===== src/rtl/fixed_pkg.sv =====
// Shared fixed-point format definitions: word geometry, ASCII constants and
// the emit-sequence states used by the fixed-to-ASCII printer.
package fixed_pkg;

    localparam int B = 20;
    localparam int D = 8;
    localparam int IW = B - D;
    localparam int NDIG = ((IW + 1) * 10 + 32) / 33;
    localparam int IDX_W = (NDIG > 1) ? $clog2(NDIG) : 1;
    localparam int FCW = $clog2(D + 1);

    typedef logic signed [B-1:0] fixed;

    localparam logic [7:0] ASCII_0     = 8'h30;
    localparam logic [7:0] ASCII_MINUS = 8'h2D;
    localparam logic [7:0] ASCII_DOT   = 8'h2E;

    typedef enum logic [2:0] {
        ST_IDLE,
        ST_CONV,
        ST_SIGN,
        ST_INT,
        ST_DOT,
        ST_FRAC,
        ST_TERM
    } emit_state_e;

endpackage


===== src/rtl/fixed_bcd_dabble.sv =====
// Sequential shift-and-add-3 binary to BCD converter; the first bit is shifted
// on the start edge so a W-bit value is finished W cycles after start.
module fixed_bcd_dabble #(
    parameter int W = 12,
    localparam int NDIG = ((W + 1) * 10 + 32) / 33,
    localparam int IDX_W = (NDIG > 1) ? $clog2(NDIG) : 1
) (
    input  logic                clk_in,
    input  logic                rst_n_in,
    input  logic                start_i,
    input  logic [W-1:0]        bin_i,
    output logic                busy_o,
    output logic                done_o,
    output logic [4*NDIG-1:0]   bcd_o,
    output logic [IDX_W-1:0]    msd_o
);

    localparam int CNT_W = $clog2(W + 1);

    logic [W-1:0]      bin_q;
    logic [4*NDIG-1:0] bcd_q;
    logic [4*NDIG-1:0] adj;
    logic [CNT_W-1:0]  cnt_q;
    logic              done_q;

    always_comb begin
        adj = bcd_q;
        for (int i = 0; i < NDIG; i++) begin
            if (bcd_q[4*i +: 4] >= 4'd5) begin
                adj[4*i +: 4] = bcd_q[4*i +: 4] + 4'd3;
            end
        end
    end

    always_ff @(posedge clk_in or negedge rst_n_in) begin
        if (!rst_n_in) begin
            bin_q  <= '0;
            bcd_q  <= '0;
            cnt_q  <= '0;
            done_q <= 1'b0;
        end else if (start_i) begin
            bin_q  <= bin_i << 1;
            bcd_q  <= {{(4*NDIG-1){1'b0}}, bin_i[W-1]};
            cnt_q  <= CNT_W'(W - 1);
            done_q <= 1'b0;
        end else if (cnt_q != '0) begin
            bin_q <= bin_q << 1;
            bcd_q <= (adj << 1) | {{(4*NDIG-1){1'b0}}, bin_q[W-1]};
            cnt_q <= cnt_q - CNT_W'(1);
            if (cnt_q == CNT_W'(1)) begin
                done_q <= 1'b1;
            end
        end
    end

    // Highest nonzero digit wins; an all-zero value reports digit 0.
    always_comb begin
        msd_o = '0;
        for (int i = 0; i < NDIG; i++) begin
            if (bcd_q[4*i +: 4] != 4'd0) begin
                msd_o = IDX_W'(i);
            end
        end
    end

    assign busy_o = (cnt_q != '0);
    assign done_o = done_q;
    assign bcd_o  = bcd_q;

endmodule


===== src/rtl/fixed_to_ascii.sv =====
// Prints one signed fixed-point value as a decimal ASCII string, one byte per
// valid/ready transfer, with optional fraction digits and terminator.
module fixed_to_ascii
    import fixed_pkg::*;
#(
    parameter int         FRAC_DIGITS = 3,
    parameter bit         TERM_EN     = 1'b1,
    parameter logic [7:0] TERM_CHAR   = 8'h0A
) (
    input  logic       clk_in,
    input  logic       rst_n_in,
    input  fixed       val_in,
    input  logic       val_valid_in,
    output logic       val_ready_out,
    output logic [7:0] byte_out,
    output logic       byte_valid_out,
    input  logic       byte_ready_in,
    output logic       last_out
);

    emit_state_e      state_q, state_d;
    logic             sign_q;
    logic [D-1:0]     frac_q, frac_d;
    logic [IDX_W-1:0] intIdx_q, intIdx_d;
    logic [FCW-1:0]   fracCnt_q, fracCnt_d;
    logic [7:0]       byte_q, byte_d;
    logic             valid_q, last_q, last_d;

    logic [B-1:0]       mag;
    logic               accept;
    logic               advance;
    logic               dabBusy, dabDone;
    logic [4*NDIG-1:0]  dabBcd;
    logic [IDX_W-1:0]   dabMsd;
    logic [D+3:0]       fracX10;
    logic               goInt, goAfterInt, goAfterFrac;
    logic [IDX_W-1:0]   intFrom;

    assign mag           = val_in[B-1] ? (~val_in + 1'b1) : val_in;
    assign val_ready_out = (state_q == ST_IDLE) && rst_n_in;
    assign accept        = val_valid_in && val_ready_out;
    assign advance       = (state_q == ST_CONV) ? (dabDone && !dabBusy)
                                                : (valid_q && byte_ready_in);
    assign fracX10       = {1'b0, frac_q, 3'b000} + {3'b000, frac_q, 1'b0};

    fixed_bcd_dabble #(.W(IW)) u_dabble (
        .clk_in   (clk_in),
        .rst_n_in (rst_n_in),
        .start_i  (accept),
        .bin_i    (mag[B-1:D]),
        .busy_o   (dabBusy),
        .done_o   (dabDone),
        .bcd_o    (dabBcd),
        .msd_o    (dabMsd)
    );

    // Work out the byte that follows the one currently presented.
    always_comb begin
        state_d     = ST_IDLE;
        byte_d      = '0;
        last_d      = 1'b0;
        intIdx_d    = intIdx_q;
        fracCnt_d   = fracCnt_q;
        frac_d      = frac_q;
        goInt       = 1'b0;
        goAfterInt  = 1'b0;
        goAfterFrac = 1'b0;
        intFrom     = dabMsd;
        case (state_q)
            ST_CONV: begin
                if (sign_q) begin
                    state_d = ST_SIGN;
                    byte_d  = ASCII_MINUS;
                end else begin
                    goInt = 1'b1;
                end
            end
            ST_SIGN: goInt = 1'b1;
            ST_INT: begin
                if (intIdx_q != '0) begin
                    goInt   = 1'b1;
                    intFrom = intIdx_q - IDX_W'(1);
                end else begin
                    goAfterInt = 1'b1;
                end
            end
            ST_DOT, ST_FRAC: begin
                if (state_q == ST_DOT || fracCnt_q != '0) begin
                    state_d   = ST_FRAC;
                    byte_d    = ASCII_0 + {4'b0000, fracX10[D+3:D]};
                    frac_d    = fracX10[D-1:0];
                    fracCnt_d = (state_q == ST_DOT) ? FCW'(FRAC_DIGITS - 1)
                                                    : fracCnt_q - FCW'(1);
                    last_d    = (fracCnt_d == '0) && !TERM_EN;
                end else begin
                    goAfterFrac = 1'b1;
                end
            end
            default: ;
        endcase

        if (goInt) begin
            state_d  = ST_INT;
            intIdx_d = intFrom;
            byte_d   = ASCII_0 + {4'b0000, dabBcd[4*intFrom +: 4]};
            last_d   = (intFrom == '0) && (FRAC_DIGITS == 0) && !TERM_EN;
        end
        if (goAfterInt) begin
            if (FRAC_DIGITS > 0) begin
                state_d = ST_DOT;
                byte_d  = ASCII_DOT;
            end else if (TERM_EN) begin
                state_d = ST_TERM;
                byte_d  = TERM_CHAR;
                last_d  = 1'b1;
            end
        end
        if (goAfterFrac && TERM_EN) begin
            state_d = ST_TERM;
            byte_d  = TERM_CHAR;
            last_d  = 1'b1;
        end
    end

    always_ff @(posedge clk_in or negedge rst_n_in) begin
        if (!rst_n_in) begin
            state_q   <= ST_IDLE;
            sign_q    <= 1'b0;
            frac_q    <= '0;
            intIdx_q  <= '0;
            fracCnt_q <= '0;
            byte_q    <= '0;
            valid_q   <= 1'b0;
            last_q    <= 1'b0;
        end else if (state_q == ST_IDLE) begin
            if (accept) begin
                state_q <= ST_CONV;
                sign_q  <= val_in[B-1] && (mag != '0);
                frac_q  <= mag[D-1:0];
            end
        end else if (advance) begin
            state_q   <= state_d;
            byte_q    <= byte_d;
            last_q    <= last_d;
            valid_q   <= (state_d != ST_IDLE);
            intIdx_q  <= intIdx_d;
            fracCnt_q <= fracCnt_d;
            frac_q    <= frac_d;
        end
    end

    assign byte_out       = byte_q;
    assign byte_valid_out = valid_q;
    assign last_out       = last_q;

endmodule

===== config.mk =====
export PLATFORM = sky130hd
export DESIGN_NAME = fixed_to_ascii
export DESIGN_NICKNAME = d
export VERILOG_FILES = /design/src/rtl/fixed_pkg.sv /design/src/rtl/fixed_bcd_dabble.sv /design/src/rtl/fixed_to_ascii.sv
export SDC_FILE = /design/constraint.sdc
export NUM_CORES = 1
export LEC_CHECK = 0
export BUFFER_PORTS_ARGS = -buffer_cell sky130_fd_sc_hd__buf_2
export CORE_ASPECT_RATIO = 0.7
export CORE_MARGIN = 3
export CORE_UTILIZATION = 40
export CTS_BUF_LIST = sky130_fd_sc_hd__clkbuf_4 sky130_fd_sc_hd__clkbuf_8
export DETAILED_ROUTE_END_ITERATION = 10
export GPL_ROUTABILITY_DRIVEN = 0
export PLACE_DENSITY = 0.59
export RECOVER_POWER = 25
export SYNTH_ARGS = -nofsm -noshare
export SYNTH_HDL_FRONTEND = slang
export SYNTH_HIERARCHICAL = 1
export SYNTH_SLANG_ARGS = --single-unit
export TNS_END_PERCENT = 10

===== constraint.sdc =====
create_clock -name clk_in -period 3.2 [get_ports clk_in]
set_clock_uncertainty 0.05 [all_clocks]
set_input_delay 0 -clock clk_in [delete_from_list [all_inputs] [get_ports clk_in]]
set_output_delay 0 -clock clk_in [all_outputs]
set_load 0.005 [all_outputs]

==> PnR_summary.wiki <==
{| class="wikitable"
! Metric !! Value
|-
| Multi-input combinational cell area || ~2800 µm²
|-
| Worst IR Drop VDD || 0.272 mV
|-
| Number of cells traversed by the worst hold path || 3
|-
| M1 GR Usage || 0.251
|-
| Internal power consumption || 2.49 mW
|-
| Slew at the pin closest to its max-slew limit || roughly 1.5 ns
|-
| Switching power total || between 1.5 and 2 mW
|-
| Number of primary I/O pins || 35
|-
| Net count, final || just over 600
|-
| Number of vias in the routed layout || around 3,900
|-
| Commonest cells after routing, fill and taps aside || 58 x sky130_fd_sc_hd__dfrtp_1, 51 x sky130_fd_sc_hd__nand2_1, 38 x sky130_fd_sc_hd__nor2_1, 29 x sky130_fd_sc_hd__inv_1, 26 x sky130_fd_sc_hd__mux2i_1
|-
| Leftover overflow at the end of global routing || 0
|-
| Slowest Stage Delay on Critical Path || around 0.44 ns
|-
| Startpoint class of the critical path || flip-flop
|-
| Clock network latency to the later pin of the worst-skew pair || roughly 0.35 ns
|-
| Number of remaining DRC errors || 0
|-
| Vertical die dimension || approximately 95 µm
|-
| Layer with the highest usage after global routing || met2
|-
| Maximum number of buffers from clock root to sink || 2
|-
| Number of antenna violations at the first check in global routing || 0
|-
| Routed via count divided by cell count || around 5.5
|-
| Area of placed instances || approximately 4700 µm²
|-
| PostCTS Resize Cnt || 0
|-
| Summed negative setup slack over all endpoints || 0 ns
|-
| Worst slew margin relative to its limit || -0.00576
|-
| Global-route wire length before repair || approximately 18,000 µm
|-
| Fraction of the yosys area taken by sequential cells || 0.323
|-
| Result of the run || complete, but fails checks
|-
| Clock transition at the register clock pins on the worst setup and hold paths after CTS || 0.06 ns
|-
| Post-synth cell types || between 60 and 70
|-
| Cells after Synth || 528
|-
| Met2 track utilization from global routing || 0.262
|-
| Type of the most critical hold path || primary input to flip-flop
|-
| Count of input and output buffers || 32
|-
| Flop pwr share || 0.320
|-
| Final design utilization || 0.474
|-
| Post-route clock period utilization || 0.800
|-
| Diodes inserted || 0
|-
| Max-cap violation count || 1
|-
| Core Region || 10,600 µm²
|-
| Cell area after synthesis || 4500 µm²
|-
| TritonCTS Sinks || 58
|-
| Async SR Flop Fraction || 1.00
|-
| Power share of the clock group || 0.164
|-
| Register-to-register setup slack || ~0.64 ns
|-
| Final Max Tran Viols || between 50 and 60
|-
| Via count of the first global-routing pass || ~3,700
|-
| Final-layout fill cell count || approximately 1,100
|-
| Count of endpoints failing setup in the final report || 0
|-
| Maximum fanout along the worst path || 15
|-
| Mux share of post-synthesis cell area || 0.0654
|-
| Worst-path cell chain || inv_1 > ha_1 > nor3b_4 > inv_2 > nand2b_1 > o32a_1 > nand2_1 > o21ai_1 > a211oi_1 > a21oi_1
|-
| Post-synthesis share of cell area spent on xor and xnor gates || 0.0409
|-
| Synthesized-area fraction occupied by ao, oa, aoi and oai cells || 0.203
|-
| Violated checks || capacitance limit, slew limit
|-
| Drt first-iter violations || around 270
|-
| Setup repair after global routing missed its margin || false
|-
| Detailed-placement wirelength estimate || around 7600 µm
|-
| Post-Layout Cell Count || slightly above 700
|-
| Slowest cell on the critical path || sky130_fd_sc_hd__o32a_1
|-
| EDFF count, synth || 0
|-
| Clock buffers created by TritonCTS || 9
|-
| Met3 Track Usage GR || 0.0399
|-
| TritonCTS clock tree || done
|-
| Number of cells in the design after placement || ~700
|-
| Power density over the cells || about 860 nW/µm²
|-
| CTS root buffer || sky130_fd_sc_hd__clkbuf_8
|-
| Post-route ant nets || 0
|-
| Comb power frac || 0.516
|-
| Area growth from synthesis to layout || 12.0%
|-
| Synthesis-stage register bit count || between 50 and 60
|-
| Final cell area excluding filler cells || 5040 µm²
|-
| Main combinational cell family by area after synthesis || simple AND/OR/NAND/NOR gates
|-
| Fraction of the mapped netlist area in adder cells || 0.0629
|-
| Maximum number of pins on one net before global-route repair || 60
|-
| Hold violation count in the final report || 0
|-
| Yosys warns || 6
|-
| Number of cells on the worst reg-to-reg path || 10
|-
| Flip-flop and latch area || between 1000 and 1500 µm²
|-
| Number of levels the H-tree was split into || 3
|-
| Maximum achievable frequency || 391 MHz
|-
| Total iterations of the first detailed-routing run || 4
|-
| Final Critical Period || about 2.6 ns
|-
| Effective utilization at floorplan || 0.423
|-
| Reported leakage power || 2.19 nW
|-
| Fraction of power spent switching nets || 0.427
|-
| Fraction of final layout cells with drive strength greater than 1 || 0.120
|-
| Commonest non-fill, non-tap cell in the layout || sky130_fd_sc_hd__dfrtp_1
|-
| Global-route total usage across every layer || 0.174
|-
| Die width || roughly 130 µm
|-
| Total routed wirelength || roughly 10,000 µm
|-
| Die area || approximately 13,000 µm²
|-
| Simple logic cell fraction of the synthesized area || 0.240
|-
| DR WL/cell || 14.6 µm
|-
| Worst path required time || 3.34 ns
|-
| Arrival time of the worst setup path || between 2 and 3 ns
|-
| Row cnt || 31
|-
| Kind of capture point of the worst setup path || flip-flop
|-
| Crit path kind || flip-flop to flip-flop
|-
| Worst hold slack || 0.0226 ns
|-
| Mean area per synthesized cell || approximately 8.5 µm²
|-
| Most used DFF post-synth || sky130_fd_sc_hd__dfrtp_1
|}
==> state kept, by name, indices dropped and copies added, names as in the netlist <==
register         count
byte_valid_out       1
u_dabble/done_o      1
last_out             1
intIdx_q             2
fracCnt_q            4
u_dabble/bcd_o      16
byte_out             6
state_q              3
frac_q               8
sign_q               1
u_dabble/bin_q      11
u_dabble/cnt_q       4
==> layout make-up <==
type | count | area share
clock buffer | 12 | 0.0316
timing repair buffer | 51 | 0.0629
multi-input combinational | 411 | 0.548
tap | 148 | 0.0368
clock inverter | 4 | 0.00994
sequential | 58 | 0.288
inverter | 30 | 0.0224
==> power groups by stage <==
stage | clock (mW) | combinational (mW) | sequential, mW
3_3_place_gp | 0 | 2.19 | 1.39
4_1_cts | 0.737 | 2.26 | 1.39
2_1_floorplan | 0 | 1.84 | 1.27
6_report | 0.714 | 2.24 | 1.39
5_1_grt | 0.772 | 2.55 | 1.44
3_5_place_dp | 0 | 2.24 | 1.40
==> cell families (layout without fill, tap and decap cells) <==
kind of cell | after synthesis | count (layout)
buffers and inverters | 60 | 97
DFF | 58 | 58
AOI/OAI and AO/OA | 135 | 135
other | 1 | 2
xor gates and xnor gates | 21 | 21
and+or+nand+nor | 202 | 202
adders and majority gates | 22 | 22
muxes | 29 | 29
==> stage by stage <==
stage / power [mW] / setup WS [ns]
3_3_place_gp: 3.58 / 0.678
5_1_grt: 4.76 / 0.347
2_1_floorplan: 3.11 / 0.399
4_1_cts: 4.38 / 0.664
3_5_place_dp: 3.63 / 0.679
6_report: 4.34 / 0.641
==> cell usage after synthesis, types with 3 or more instances <==
cell type,count,share of area
sky130_fd_sc_hd__dfrtp_1,58,0.32
sky130_fd_sc_hd__nand2_1,51,0.043
sky130_fd_sc_hd__nor2_1,38,0.032
sky130_fd_sc_hd__inv_1,29,0.024
sky130_fd_sc_hd__mux2i_1,26,0.058
sky130_fd_sc_hd__o21ai_1,24,0.027
sky130_fd_sc_hd__ha_1,21,0.058
sky130_fd_sc_hd__or3_1,21,0.029
sky130_fd_sc_hd__a21oi_1,20,0.022
sky130_fd_sc_hd__o21ai_0,20,0.022
sky130_fd_sc_hd__xnor2_1,20,0.039
sky130_fd_sc_hd__nor2b_1,19,0.026
sky130_fd_sc_hd__nand3_1,18,0.020
sky130_fd_sc_hd__nor3_1,16,0.018
sky130_fd_sc_hd__clkbuf_1,15,0.013
sky130_fd_sc_hd__o211ai_1,10,0.017
sky130_fd_sc_hd__o2111ai_1,8,0.016
sky130_fd_sc_hd__a211oi_1,7,0.012
sky130_fd_sc_hd__o21a_1,7,0.012
sky130_fd_sc_hd__buf_6,6,0.015
sky130_fd_sc_hd__nand2b_1,6,0.0084
sky130_fd_sc_hd__o31ai_1,6,0.010
sky130_fd_sc_hd__a21o_1,5,0.0084
sky130_fd_sc_hd__buf_2,4,0.0045
sky130_fd_sc_hd__a22oi_1,3,0.0050
sky130_fd_sc_hd__a311oi_1,3,0.0058
sky130_fd_sc_hd__and2_1,3,0.0042
sky130_fd_sc_hd__and3_1,3,0.0042
sky130_fd_sc_hd__buf_4,3,0.0050
sky130_fd_sc_hd__nor4_1,3,0.0042
sky130_fd_sc_hd__o32ai_1,3,0.0058
sky130_fd_sc_hd__o41ai_2,3,0.011
==> layer usage <==
| metal | routed length (µm) | part of all wire |
|---|---|---|
| met1 | 5500 | 0.53 |
| met2 | 4370 | 0.42 |
| met3 | 429 | 0.041 |
| met4 | 117 | 0.011 |
| met5 | 0 | 0 |
==> worst max-delay path, delay by kind of cell, from the launching register on <==
family          cells  cell delay, ns
flops               1            0.41
fa+ha+maj           1            0.20
compound gates      4            1.11
simple gates        3            0.51
buf+inv             2            0.13
==> path summary, 6_finish.rpt <==
path / endpoint / from
worst min register to register: byte_out[0] / byte_out[0]
worst min-delay path: frac_q[0] / val_valid_in
worst max-delay path: frac_q[6] / u_dabble/cnt_q[0]
max in group asynchronous: u_dabble/bcd_o[14] / rst_n_in
worst max register to register: frac_q[6] / u_dabble/cnt_q[0]
min in group asynchronous: u_dabble/bcd_o[6] / rst_n_in
==> what timing repair did <==
item	in CTS	in global routing
endpoints found under the hold margin	71	0
endpoints found under the setup margin	0	0
buffers inserted	0	0
hold buffers	10	0
(Power assumes the default switching activity.)
